## src/rtl/uart_phy.sv

```systemverilog
// 8N1 UART line transceiver: TX serializer with one holding byte, RX deserializer
// oversampling uart_rxd at 16x with frame-relative sampling phase.
module uart_phy #(
  parameter int DIV = 15
) (
  input  logic       clk_bus,
  input  logic       reset_n,
  input  logic [7:0] tx_data,
  input  logic       tx_req,
  output logic       tx_full,
  output logic       tx_busy,
  output logic       tx_ovr,
  output logic [7:0] rx_data,
  output logic       rx_req,
  output logic       rx_ferr,
  output logic       uart_txd,
  input  logic       uart_rxd
);
  localparam logic [15:0] DIV_LAST = 16'(DIV - 1);

  typedef enum logic [1:0] {TX_IDLE, TX_START, TX_DATA, TX_STOP} tx_state_t;
  typedef enum logic [2:0] {RX_IDLE, RX_START, RX_DATA, RX_STOP, RX_BREAK} rx_state_t;

  // Reset asserts immediately but releases on a clock edge.
  logic [1:0] rst_sync;
  logic       rst_n;

  always_ff @(posedge clk_bus or negedge reset_n) begin
    if (!reset_n) rst_sync <= 2'b00;
    else          rst_sync <= {rst_sync[0], 1'b1};
  end

  assign rst_n = rst_sync[1];

  tx_state_t   tx_state, tx_state_next;
  logic [15:0] tx_div;
  logic [3:0]  tx_os;
  logic [3:0]  tx_bit;
  logic [7:0]  tx_shift;
  logic [7:0]  tx_hold;
  logic        tx_bit_end;
  logic        tx_load_new;
  logic        tx_load_hold;
  logic        tx_accept_hold;

  assign tx_bit_end     = (tx_div == DIV_LAST) && (tx_os == 4'd15);
  assign tx_accept_hold = tx_req && !tx_full && (tx_state != TX_IDLE) && !tx_load_new;
  assign tx_busy        = (tx_state != TX_IDLE) || tx_full;

  always_ff @(posedge clk_bus or negedge rst_n) begin
    if (!rst_n) tx_state <= TX_IDLE;
    else        tx_state <= tx_state_next;
  end

  // A full hold register at the end of a stop bit chains the next frame with no idle gap.
  always_comb begin
    tx_state_next = tx_state;
    tx_load_new   = 1'b0;
    tx_load_hold  = 1'b0;
    case (tx_state)
      TX_IDLE: begin
        if (tx_req) begin
          tx_state_next = TX_START;
          tx_load_new   = 1'b1;
        end
      end
      TX_START: if (tx_bit_end) tx_state_next = TX_DATA;
      TX_DATA:  if (tx_bit_end && (tx_bit == 4'd7)) tx_state_next = TX_STOP;
      TX_STOP: begin
        if (tx_bit_end) begin
          if (tx_full) begin
            tx_state_next = TX_START;
            tx_load_hold  = 1'b1;
          end else if (tx_req) begin
            tx_state_next = TX_START;
            tx_load_new   = 1'b1;
          end else begin
            tx_state_next = TX_IDLE;
          end
        end
      end
      default: tx_state_next = TX_IDLE;
    endcase
  end

  always_ff @(posedge clk_bus or negedge rst_n) begin
    if (!rst_n) begin
      tx_div   <= 16'd0;
      tx_os    <= 4'd0;
      tx_bit   <= 4'd0;
      tx_shift <= 8'h00;
      tx_hold  <= 8'h00;
      tx_full  <= 1'b0;
      tx_ovr   <= 1'b0;
      uart_txd <= 1'b1;
    end else begin
      tx_ovr <= tx_req && tx_full;
      if (tx_accept_hold) begin
        tx_hold <= tx_data;
        tx_full <= 1'b1;
      end
      if (tx_load_new || tx_load_hold) begin
        tx_shift <= tx_load_hold ? tx_hold : tx_data;
        if (tx_load_hold) tx_full <= 1'b0;
        uart_txd <= 1'b0;
        tx_div   <= 16'd0;
        tx_os    <= 4'd0;
        tx_bit   <= 4'd0;
      end else if (tx_state != TX_IDLE) begin
        if (tx_div == DIV_LAST) begin
          tx_div <= 16'd0;
          tx_os  <= tx_os + 4'd1;
        end else begin
          tx_div <= tx_div + 16'd1;
        end
        if (tx_bit_end) begin
          case (tx_state)
            TX_START: uart_txd <= tx_shift[0];
            TX_DATA: begin
              if (tx_bit == 4'd7) begin
                uart_txd <= 1'b1;
              end else begin
                uart_txd <= tx_shift[1];
                tx_shift <= {1'b0, tx_shift[7:1]};
                tx_bit   <= tx_bit + 4'd1;
              end
            end
            default: uart_txd <= 1'b1;
          endcase
        end
      end
    end
  end

  rx_state_t   rx_state, rx_state_next;
  logic        rx_meta;
  logic        rxs;
  logic [15:0] rx_div;
  logic [3:0]  rx_os;
  logic [3:0]  rx_bit;
  logic [7:0]  rx_shift;
  logic        rx_tick;
  logic        rx_clear;
  logic        rx_sample;
  logic        rx_stop_sample;

  assign rx_tick = (rx_div == DIV_LAST);

  always_ff @(posedge clk_bus or negedge rst_n) begin
    if (!rst_n) rx_state <= RX_IDLE;
    else        rx_state <= rx_state_next;
  end

  // Counters are cleared on the start edge and again at mid start bit, so later
  // samples land every 16 ticks from the centre of the start bit.
  always_comb begin
    rx_state_next  = rx_state;
    rx_clear       = 1'b0;
    rx_sample      = 1'b0;
    rx_stop_sample = 1'b0;
    case (rx_state)
      RX_IDLE: begin
        if (!rxs) begin
          rx_state_next = RX_START;
          rx_clear      = 1'b1;
        end
      end
      RX_START: begin
        if (rx_tick && (rx_os == 4'd7)) begin
          rx_clear      = 1'b1;
          rx_state_next = rxs ? RX_IDLE : RX_DATA;
        end
      end
      RX_DATA: begin
        if (rx_tick && (rx_os == 4'd15)) begin
          rx_sample = 1'b1;
          if (rx_bit == 4'd7) rx_state_next = RX_STOP;
        end
      end
      RX_STOP: begin
        if (rx_tick && (rx_os == 4'd15)) begin
          rx_stop_sample = 1'b1;
          rx_state_next  = rxs ? RX_IDLE : RX_BREAK;
        end
      end
      RX_BREAK: if (rxs) rx_state_next = RX_IDLE;
      default:  rx_state_next = RX_IDLE;
    endcase
  end

  always_ff @(posedge clk_bus or negedge rst_n) begin
    if (!rst_n) begin
      rx_meta  <= 1'b1;
      rxs      <= 1'b1;
      rx_div   <= 16'd0;
      rx_os    <= 4'd0;
      rx_bit   <= 4'd0;
      rx_shift <= 8'h00;
      rx_data  <= 8'h00;
      rx_req   <= 1'b0;
      rx_ferr  <= 1'b0;
    end else begin
      rx_meta <= uart_rxd;
      rxs     <= rx_meta;
      rx_req  <= 1'b0;
      rx_ferr <= 1'b0;
      if (rx_clear) begin
        rx_div <= 16'd0;
        rx_os  <= 4'd0;
        rx_bit <= 4'd0;
      end else if ((rx_state != RX_IDLE) && (rx_state != RX_BREAK)) begin
        if (rx_tick) begin
          rx_div <= 16'd0;
          rx_os  <= rx_os + 4'd1;
        end else begin
          rx_div <= rx_div + 16'd1;
        end
      end
      if (rx_sample) begin
        rx_shift <= {rxs, rx_shift[7:1]};
        rx_bit   <= rx_bit + 4'd1;
      end
      if (rx_stop_sample) begin
        if (rxs) begin
          rx_data <= rx_shift;
          rx_req  <= 1'b1;
        end else begin
          rx_ferr <= 1'b1;
        end
      end
    end
  end

endmodule
```

## config.mk

```make
export PLATFORM = sky130hd
export DESIGN_NAME = uart_phy
export DESIGN_NICKNAME = d
export VERILOG_FILES = /design/src/rtl/uart_phy.sv
export SDC_FILE = /design/constraint.sdc
export NUM_CORES = 1
export LEC_CHECK = 0
export BUFFER_PORTS_ARGS = -buffer_cell sky130_fd_sc_hd__buf_4
export CAP_MARGIN = 20
export CORE_MARGIN = 5
export CORE_UTILIZATION = 29
export DETAILED_ROUTE_END_ITERATION = 6
export SLEW_MARGIN = 20
export SYNTH_ARGS = -nofsm -noshare
export SYNTH_HDL_FRONTEND = slang
export SYNTH_SLANG_ARGS = --single-unit
```

## constraint.sdc

```tcl
create_clock -name clk_bus -period 8.27 [get_ports clk_bus]
set_input_delay 0.827 -clock clk_bus [delete_from_list [all_inputs] [get_ports clk_bus]]
set_output_delay 0.827 -clock clk_bus [all_outputs]
set_load 0.05 [all_outputs]
```

==> results of run 1 <==
-- area by class of cell --
cell class                      count  area [um2]
Sequential cell                    94        2360
Inverter                           18       67.56
Fill cell                        1678       10950
Tap cell                          220       275.3
Multi-Input combinational cell    338        2330
Timing Repair Buffer               26       195.2
Clock buffer                       11       232.7
Clock inverter                      5       58.81
-- flip-flops by register name (all words and copies together) (netlist names), 3 cells and up --
| signal | flops |
|---|---|
| tx_shift | 8 |
| rx_div | 16 |
| tx_hold | 8 |
| tx_div | 16 |
| rx_data | 8 |
| rx_state | 3 |
| tx_os | 4 |
| tx_bit | 4 |
| rx_shift | 8 |
| rx_bit | 4 |
| rx_os | 4 |
-- layout by cell type, fill, tap and decap left out, types with 3 or more instances in the layout --
master	count
nand3b_1	6
and3_1	7
nor4_1	8
mux2_2	25
or4_4	3
xor2_1	5
xnor2_1	9
and4_1	3
dfstp_2	3
or3_1	6
a21o_1	6
clkbuf_16	9
or2_2	6
nor2_1	36
buf_4	26
a31oi_1	5
dfrtp_1	90
a21oi_1	18
nor3_1	14
inv_1	18
o21a_1	3
o21ai_0	31
nand2_1	31
o31ai_1	4
nand2b_1	7
and2_1	3
mux2i_1	25
ha_1	12
nand4_1	8
nand3_1	20
nor2b_1	4
-- metal layers --
metal	wire [um]	vias to the layer above	share of wire, %
met3	288	13	3.0
li1	-	1723	-
met5	0	-	0
met2	4637	52	48
met4	179	0	1.9
met1	4548	1737	47
-- through the flow --
| stage | power (mW) | cells | cell area [um2] | hold WS, ns |
|---|---|---|---|---|
| finish | 1.066 | 712 | 5519 | 0.2589 |
| global route | 1.124 | 712 | 5519 | 0.2354 |
| CTS | 1.084 | 712 | 5519 | 0.2427 |
| detailed placement | 0.6700 | 696 | 5228 | 0.3405 |
| global placement | 0.6614 | 696 | 5228 | 0.3380 |
| floorplan | 0.6324 | 466 | 4828 | 0.3312 |
-- power groups by stage --
stage / registers, mW / logic, mW / clock network (mW)
final: 0.541 / 0.118 / 0.407
after global routing: 0.548 / 0.136 / 0.440
after CTS: 0.541 / 0.120 / 0.423
after detailed placement: 0.550 / 0.120 / 0
after global placement: 0.548 / 0.114 / 0
after floorplan: 0.544 / 0.0887 / 0
-- kinds of logic (layout without fill, tap and decap cells) --
| family | Yosys count | after routing | synth area share (%) |
|---|---|---|---|
| compound gates | 88 | 88 | 11.51 |
| xor+xnor | 14 | 14 | 2.540 |
| fa+ha+maj | 12 | 12 | 3.110 |
| buf+inv | 34 | 60 | 2.954 |
| flops | 94 | 94 | 48.80 |
| mux | 50 | 50 | 11.01 |
| other cells | 1 | 1 | 0.07767 |
| simple gates | 173 | 173 | 20.01 |
-- critical path, cell delays in order (launching register included) --
cell and delay (ns):
dfrtp_1 0.42, inv_1 0.07, ha_1 0.13, or3b_2 0.51, nor4_4 0.44, and2_1 0.62, mux2i_1 0.29, mux2i_1 0.09
-- final timing paths --
| kind | from | to | slack, ns | depth (start not counted) |
|---|---|---|---|---|
| worst min register to register | rst_sync[1]$_DFF_PN0_ | tx_hold[1]$_DFFE_PN0P_ | 0.33 | 0 |
| worst max register to register | tx_div[0]$_DFFE_PN0P_ | tx_shift[6]$_DFFE_PN0P_ | 5.58 | 7 |
| max in group asynchronous | rst_sync[1]$_DFF_PN0_ | rx_div[8]$_DFFE_PN0P_ | 6.94 | 1 |
| worst max-delay path | tx_div[0]$_DFFE_PN0P_ | tx_shift[6]$_DFFE_PN0P_ | 5.58 | 7 |
| worst min-delay path | reset_n | rst_sync[0]$_DFF_PN0_ | 0.26 | 1 |
| min in group clk_bus | rst_sync[0]$_DFF_PN0_ | rst_sync[1]$_DFF_PN0_ | 0.35 | 0 |
==> flow_summary.yaml, run 1 <==
status:
  outcome: "finished, final reports clean"
clocking:
  h-tree-depth: 3
  clkSinkCount: 94
  path_clk_slew_ns: 0.06
  cts_tree: "done"
  clk_latency_ns: 0.34
  clockRootBuffer: "clkbuf_16"
  cts_resized: 0
  clockBufferDepth: 2
  cts_made_buffers: 9
  cts_hold_buffers: 0
  post_cts_buffers: 0
synthesis:
  yosysMostFrequentCell: "dfrtp_1"
  synth_edf_count: 0
  synthTopCellsByCount: "dfrtp_1 (91), nor2_1 (36), nand2_1 (31), o21ai_0 (31)"
  synth_area_um2: 4828
  synth-seq-area-share_pct: 48.80
  ys.warnings.count: 0
  synth_top_area_share_pct: 47.16
  synth_cell_type_count: 60
  synth_seq_cells: 94
  ys.flop_type: "dfrtp_1"
  async_reset_ff_share_pct: 100.0
  postSynthCellCount: 466
  ys_top_cells_by_area: "dfrtp_1 (47%), mux2_2 (5.8%), mux2i_1 (5.2%), o21ai_0 (3.2%), ha_1 (3.1%)"
  synth_top_area_cell: "dfrtp_1"
  avgSynthCellArea_um2: 10.36
  syn-num-nets: 490
grt:
  grt_most_used_layer: "met2"
  grt_overflow: 0
  groute.usage.overall_pct: 10.34
  grt_pass1_wl_um: 16990
  grt_pass1_vias: 3599
  grt_antenna_before_repair: 0
  grt_max_degree: 48
  use_met3_pct: 2.724
  global_route.usage.met1_pct: 13.27
  grtUsageMet2_pct: 16.85
route:
  wl_per_cell_um: 13.56
  drc: 0
  dr_total_vias: 3525
  drt-vias-per-instance: 4.951
  first_pass_iters: 4
  drt_iter0_markers: 296
  wl_um: 9653
  final_antenna_net_count: 0
final_layout:
  finalNetCount: 511
  finish.utilization_pct: 33.52
  antenna_cells: 0
  area_delta_synth_final_pct: 14.30
  drive_gt1_share_pct: 17.68
sta:
  fmaxAchievable_mhz: 371.8
  setup_viol: 0
  hold_viol: 0
  tns_ns: 0
  slew_viol_final: 0
  skew_ns: 0.009391
  tightest_slew_ns: 0.9347
  rsz0062_at_grt: "no"
  finalCriticalPeriod_ns: 2.690
  relSlewSlack_pct: 37.31
  finalWorstSetupSlack_ns: 5.580
  finalCritPeriodShare_pct: 32.53
setup_path:
  end_kind: "flop"
  worst-path-max-fanout: 12
  crit_arrival_ns: 2.89
  crit_type: "reg -> reg"
  crit_required_ns: 8.47
  critical_path.startpoint_type: "flop"
pwr:
  clkPwrFrac_pct: 38.2
  p_int_mw: 0.7908
  p_sw_mw: 0.2756
  p_sw_share_pct: 25.84
  pwr-share-seq_pct: 50.7
  p_leak_nw: 2.351
  power.density_nw_per_um2: 193.2
  irDropWorstVdd_mv: 0.09926
  combPwrFrac_pct: 11.1
placement:
  dpl.hpwl_um: 6822
  place.gp.congestion: 0.8368
  place_worst_setup_slack_ns: 5.589
  io_buffer_count: 25
run:
  drv_cap: 0
min_path:
  hold_path_class: "in -> async"
floorplanning:
  fp-row-count: 47
  die-area_um2: 19330
  start_util_pct: 29.32
  core_area_um2: 16470
  die_x_um: 139.0
  die_h_um: 139.0
  io_pins: 26
Power figures use the tool's default switching activity.
==> run 2: changes to the inputs <==
- ABC_AREA: unset -> 1
- clock period: 8.27 -> 2.4 ns (I/O delays scaled with it)
==> run 2 against run 1 <==
Sequential share of layout area shrank 3.3 points. Synthesized cell count grew 45%. Maximum frequency grew 31%. Non-clock buffer count grew 10. Die area grew 8.9%. Final area grew 8.4%. Clock power grew to 3.3 times the previous value. Core utilization shrank 0.20 points.
==> flow_summary.yaml, run 2 <==
status:
  outcome: "finished, final reports clean"
setup_path:
  worst-r2r-setup-slack_ns: 0.35
  crit_required_ns: 2.63
  r2r_end: "tx_div[9]$_DFFE_PN0P_"
  critical_path.startpoint_type: "flop"
  r2r_start: "tx_state[0]$_DFFE_PN0P_"
  worst-path-max-fanout: 17
  end_kind: "flop"
  r2r.worst_path.cells: 9
  crit_arrival_ns: 2.28
  crit_type: "reg -> reg"
placement:
  dpl.hpwl_um: 7912
  place.gp.congestion: 0.8384
  place_worst_setup_slack_ns: 0.3655
  io_buffer_count: 25
floorplanning:
  die_x_um: 145.1
  die-area_um2: 21050
  start_util_pct: 29.46
  die_h_um: 145.1
  fp-row-count: 49
  io_pins: 26
  core_area_um2: 17960
grt:
  grt_antenna_before_repair: 0
  grt_max_degree: 48
  grt_overflow: 0
  grt_pass1_vias: 4229
  grt_pass1_wl_um: 19790
  groute.usage.overall_pct: 10.79
pwr:
  fin_total_pwr_mw: 5.147
  power.density_nw_per_um2: 860.1
  irDropWorstVdd_mv: 0.3594
  p_leak_nw: 2.999
synthesis:
  syn-num-nets: 702
  synth_cell_type_count: 45
  synth_seq_cells: 94
  synth-seq-area-share_pct: 44.52
  synth_top_area_share_pct: 43.03
  avgSynthCellArea_um2: 7.806
  async_reset_ff_share_pct: 100.0
  ys.warnings.count: 0
  postSynthCellCount: 678
  synth_area_um2: 5293
  synthTopCellsByCount: "nand2_1 (182), dfrtp_1 (91), inv_1 (79)"
  yosysMostFrequentCell: "nand2_1"
  synth_top_area_cell: "dfrtp_1"
  synth_edf_count: 0
  ys_top_cells_by_area: "dfrtp_1 (43%), nand2_1 (13%), inv_1 (5.6%), nand4_1 (5.1%), nor2_1 (5.0%)"
  ys.flop_type: "dfrtp_1"
sta:
  tns_ns: 0
  rsz0062_at_grt: "no"
  finalCritPeriodShare_pct: 85.25
  hold_viol: 0
  slew_viol_final: 0
  fmaxAchievable_mhz: 488.8
  finalWorstSetupSlack_ns: 0.3541
  relSlewSlack_pct: 57.54
  finalCriticalPeriod_ns: 2.046
  setup_viol: 0
  skew_ns: 0.006181
  tightest_slew_ns: 0.6370
clocking:
  cts_made_buffers: 9
  clockRootBuffer: "clkbuf_16"
  clk_latency_ns: 0.34
  path_clk_slew_ns: 0.07
  clockBufferDepth: 2
  cts_resized: 0
  post_cts_buffers: 0
  clkSinkCount: 94
  cts_hold_buffers: 2
  h-tree-depth: 3
  cts_tree: "done"
final_layout:
  regArea_um2: 2360
  reg_top3: "rx_div (16), tx_div (16)"
  multi_input_area_um2: 2444
  area_delta_synth_final_pct: 13.07
  antenna_cells: 0
  final_cell_mix: "nand2_1 (182), dfrtp_1 (90), inv_1 (79)"
  final_common_cell: "nand2_1"
  drive_gt1_share_pct: 11.55
  finalNetCount: 729
  fillers: 1881
route:
  drt-vias-per-instance: 4.576
  dr_total_vias: 4297
  final_antenna_net_count: 0
  wl_um: 11080
  drt_iter0_markers: 227
  wl_per_cell_um: 11.80
  drc: 0
  first_pass_iters: 4
min_path:
  whs_path_depth: 3
  min_from: "tx_req"
  hold_end: "tx_ovr$_DFF_PN0_"
  hold_path_class: "in -> reg"
run:
  drv_cap: 0
==> run 2: how the worst max path moves through the flow <==
stage,startpoint,end,slack [ns],cells after the start
2_1_floorplan,tx_full$_DFF_PN0_,tx_div[5]$_DFFE_PN0P_,0.66,11
3_3_place_gp,tx_state[0]$_DFFE_PN0P_,tx_div[9]$_DFFE_PN0P_,0.39,9
3_5_place_dp,tx_state[0]$_DFFE_PN0P_,tx_div[1]$_DFFE_PN0P_,0.37,9
4_1_cts,tx_state[0]$_DFFE_PN0P_,tx_div[1]$_DFFE_PN0P_,0.35,9
5_1_grt,tx_state[0]$_DFFE_PN0P_,tx_div[7]$_DFFE_PN0P_,0.11,9
6_report,tx_state[0]$_DFFE_PN0P_,tx_div[9]$_DFFE_PN0P_,0.35,9
==> run 2: cell type report <==
type | count | share of cell area [%]
Tap cell | 229 | 4.788
Multi-Input combinational cell | 478 | 40.83
Timing Repair Buffer | 36 | 4.809
Inverter | 86 | 5.436
Clock buffer | 9 | 3.763
Sequential cell | 94 | 39.43
Clock inverter | 7 | 0.9408
==> run 2: cell families after synthesis <==
| kind of cell | after synthesis | share of synthesized area, % |
|---|---|---|
| xor gates and xnor gates | 18 | 2.979 |
| and+or+nand+nor | 386 | 33.85 |
| buffers and inverters | 106 | 9.314 |
| DFF | 94 | 44.52 |
| other | 1 | 0.07085 |
| AOI/OAI and AO/OA | 61 | 6.430 |
| adders and majority gates | 12 | 2.837 |
==> run 2: critical path, stage by stage, from the launching register on <==
cell,delay [ns]
dfrtp_1,0.41
inv_1,0.12
ha_1,0.48
nand2_1,0.10
nand2_1,0.12
nand2_2,0.20
nand2_4,0.27
nor2_8,0.10
nand2_1,0.07
nand2_1,0.05
==> run 2: layer usage <==
metal	global-route usage, %	share of wire, %	vias up
met5	0	0	-
met4	3.358	1.0	0
met3	1.746	2.6	8
met2	17.27	45	50
met1	14.99	51	1988
li1	-	-	2251
==> run 2: power breakdown <==
| group | switching (mW) | internal, mW |
|---|---|---|
| Clock | 0.645 | 0.716 |
| Combinational | 1.08 | 0.569 |
| Sequential | 0.262 | 1.88 |
| Total | 1.98 | 3.16 |
==> run 2: through the flow <==
step	hold WS, ns	utilization, %	cell area (um2)	instances
floorplan	-0.05559	-	5294	678
global placement	0.02576	31.64	5683	921
detailed placement	0.02334	31.64	5683	921
CTS	0.1134	33.31	5984	939
global route	0.1242	33.31	5984	939
finish	0.1270	33.31	5984	939
==> run 3: changes to the inputs <==
- CORE_ASPECT_RATIO: unset -> 0.6
==> run 3 against run 2 <==
Sequential share of layout area fell by 0.29 points. Clock power rose by 8%. First-iteration DRC count rose by 36%. Global-route usage rose by 1.6 points. Clock-buffer cell count did not move. Critical path type unchanged. Critical endpoint is now tx_div[5]$_DFFE_PN0P_. Largest power group unchanged.
==> flow_summary.yaml, run 3 (synthesis gave the netlist of run 2 again) <==
sta:
  hold_viol: 0
  fmaxAchievable_mhz: 490.2
  tns_ns: 0
  finalCriticalPeriod_ns: 2.040
  slew_viol_final: 0
  rsz0062_at_grt: "no"
  skew_ns: 0.01386
  setup_viol: 0
  finalCritPeriodShare_pct: 85.00
placement:
  io_buffer_count: 25
  placed_cell_area_um2: 5697
  place.gp.congestion: 0.8799
  dpl.hpwl_um: 8647
grt:
  global_route.usage.met1_pct: 20.77
  groute.usage.overall_pct: 12.36
  grt_overflow: 0
  grt_pass1_vias: 4114
  use_met3_pct: 2.794
  grt_pass1_wl_um: 21290
  grt_max_degree: 83
  grt_antenna_before_repair: 0
  grt_most_used_layer: "met1"
  grtUsageMet2_pct: 15.45
route:
  drt-vias-per-instance: 4.555
  drt_iter0_markers: 308
  final_antenna_net_count: 0
  wl_per_cell_um: 12.87
  wl_um: 12220
  drc: 0
  first_pass_iters: 6
  dr_total_vias: 4327
setup_path:
  critical_path.startpoint_type: "flop"
  path_cells: "inv_1 > ha_1 > nand2_1 > nor2_4 > nand2_4 > inv_4 > nand4_4 > nand2_4 > nor2_8 > nand2_1 > nand2_1"
  crit_required_ns: 2.64
  end_kind: "flop"
  crit_arrival_ns: 2.28
  crit_type: "reg -> reg"
  critPathSlowestCell: "dfrtp_1"
  worst-path-max-fanout: 17
  cpPeakStageDelay_ns: 0.43
  critPathMostFrequentCell: "nand2_1"
pwr:
  p_sw_mw: 2.126
  pwr-share-seq_pct: 40.2
  power.density_nw_per_um2: 883.6
  irDropWorstVdd_mv: 0.3531
  p_leak_nw: 3.013
  clkPwrFrac_pct: 27.7
  p_sw_share_pct: 39.92
  combPwrFrac_pct: 32.2
  p_int_mw: 3.200
clocking:
  h-tree-depth: 3
  cts_tree: "done"
  cts_made_buffers: 9
  clk_latency_ns: 0.36
  clockRootBuffer: "clkbuf_16"
  path_clk_slew_ns: 0.08
  clkSinkCount: 94
  clockBufferDepth: 2
  cts_resized: 0
  post_cts_buffers: 0
final_layout:
  finalNetCount: 729
  final_cell_mix: "nand2_1 (182), dfrtp_1 (90), inv_1 (79)"
  reg_top3: "rx_div (16), tx_div (16)"
  area_delta_synth_final_pct: 13.90
  design_area_um2: 6028
  final_common_cell: "nand2_1"
  drive_gt1_share_pct: 11.55
  antenna_cells: 0
floorplanning:
  die_h_um: 114.6
  core_area_um2: 18020
  start_util_pct: 29.37
  die-area_um2: 21140
  fp-row-count: 38
  io_pins: 26
  die_x_um: 184.4
status:
  outcome: "finished, final reports clean"
min_path:
  hold_path_class: "in -> reg"
run:
  drv_cap: 0
## run 3: cell count changes in the layout (fill, tap and decap cells not counted), sizes merged
cell / delta
clkinvlp: -1
clkinv: +1
## run 3: area by class of cell
type / instances / area (um2)
Clock inverter: 7 / 86.33
Multi-Input combinational cell: 478 / 2444
Fill cell: 1877 / 11990
Tap cell: 240 / 300.3
Sequential cell: 94 / 2360
Inverter: 86 / 325.3
Timing Repair Buffer: 36 / 287.8
Clock buffer: 9 / 225.2
## run 3: per-layer routing
layer | wire (um) | vias to the layer above
met5 | 0 | -
met4 | 89 | 0
met3 | 645 | 8
met2 | 4466 | 102
met1 | 7022 | 1968
li1 | - | 2249
## run 3: path summary, 6_finish.rpt
check | slack, ns | to | depth (start not counted) | start
max | 0.36 | tx_div[5]$_DFFE_PN0P_ | 11 | tx_div[0]$_DFFE_PN0P_
min | 0.15 | tx_hold[7]$_DFFE_PN0P_ | 3 | tx_data[7]
max reg2reg | 0.36 | tx_div[5]$_DFFE_PN0P_ | 11 | tx_div[0]$_DFFE_PN0P_
min reg2reg | 0.16 | rx_div[6]$_DFFE_PN0P_ | 0 | rst_sync[1]$_DFF_PN0_
max in group asynchronous | 1.54 | rxs$_DFF_PN1_ | 1 | rst_sync[1]$_DFF_PN0_
min in group asynchronous | 0.16 | rx_div[6]$_DFFE_PN0P_ | 0 | rst_sync[1]$_DFF_PN0_
## run 3: power by group through the flow
stage / combinational (mW) / clock (mW) / sequential [mW]
global route: 1.98 / 1.58 / 2.18
finish: 1.71 / 1.47 / 2.14
CTS: 1.72 / 1.52 / 2.13
detailed placement: 1.71 / 0 / 2.16
global placement: 1.70 / 0 / 2.16
floorplan: 1.31 / 0 / 2.14
## run 3: timing repair
item	CTS	global route
hold endpoints to repair	3	0
hold buffers	2	0
endpoints found under the setup margin	0	0
## run 3: stage by stage
stage          utilization [%]  cells  total power [mW]  setup slack [ns]  hold slack, ns
2_1_floorplan                -    678             3.451            0.6613        -0.05559
3_3_place_gp             31.61    932             3.858            0.3805         0.02581
3_5_place_dp             31.61    932             3.869            0.3628         0.02562
4_1_cts                  33.45    950             5.373            0.3321          0.1395
5_1_grt                  33.45    950             5.740           0.07606          0.1616
6_report                 33.45    950             5.326            0.3599          0.1477
## run 3: worst max-delay path: cells and delay by family, from the launching register on
kind,cells,cell delay [ns]
flip-flops,1,0.43
buffers and inverters,2,0.17
AND/OR/NAND/NOR,8,1.11
adder cells (fa/ha/maj),1,0.19
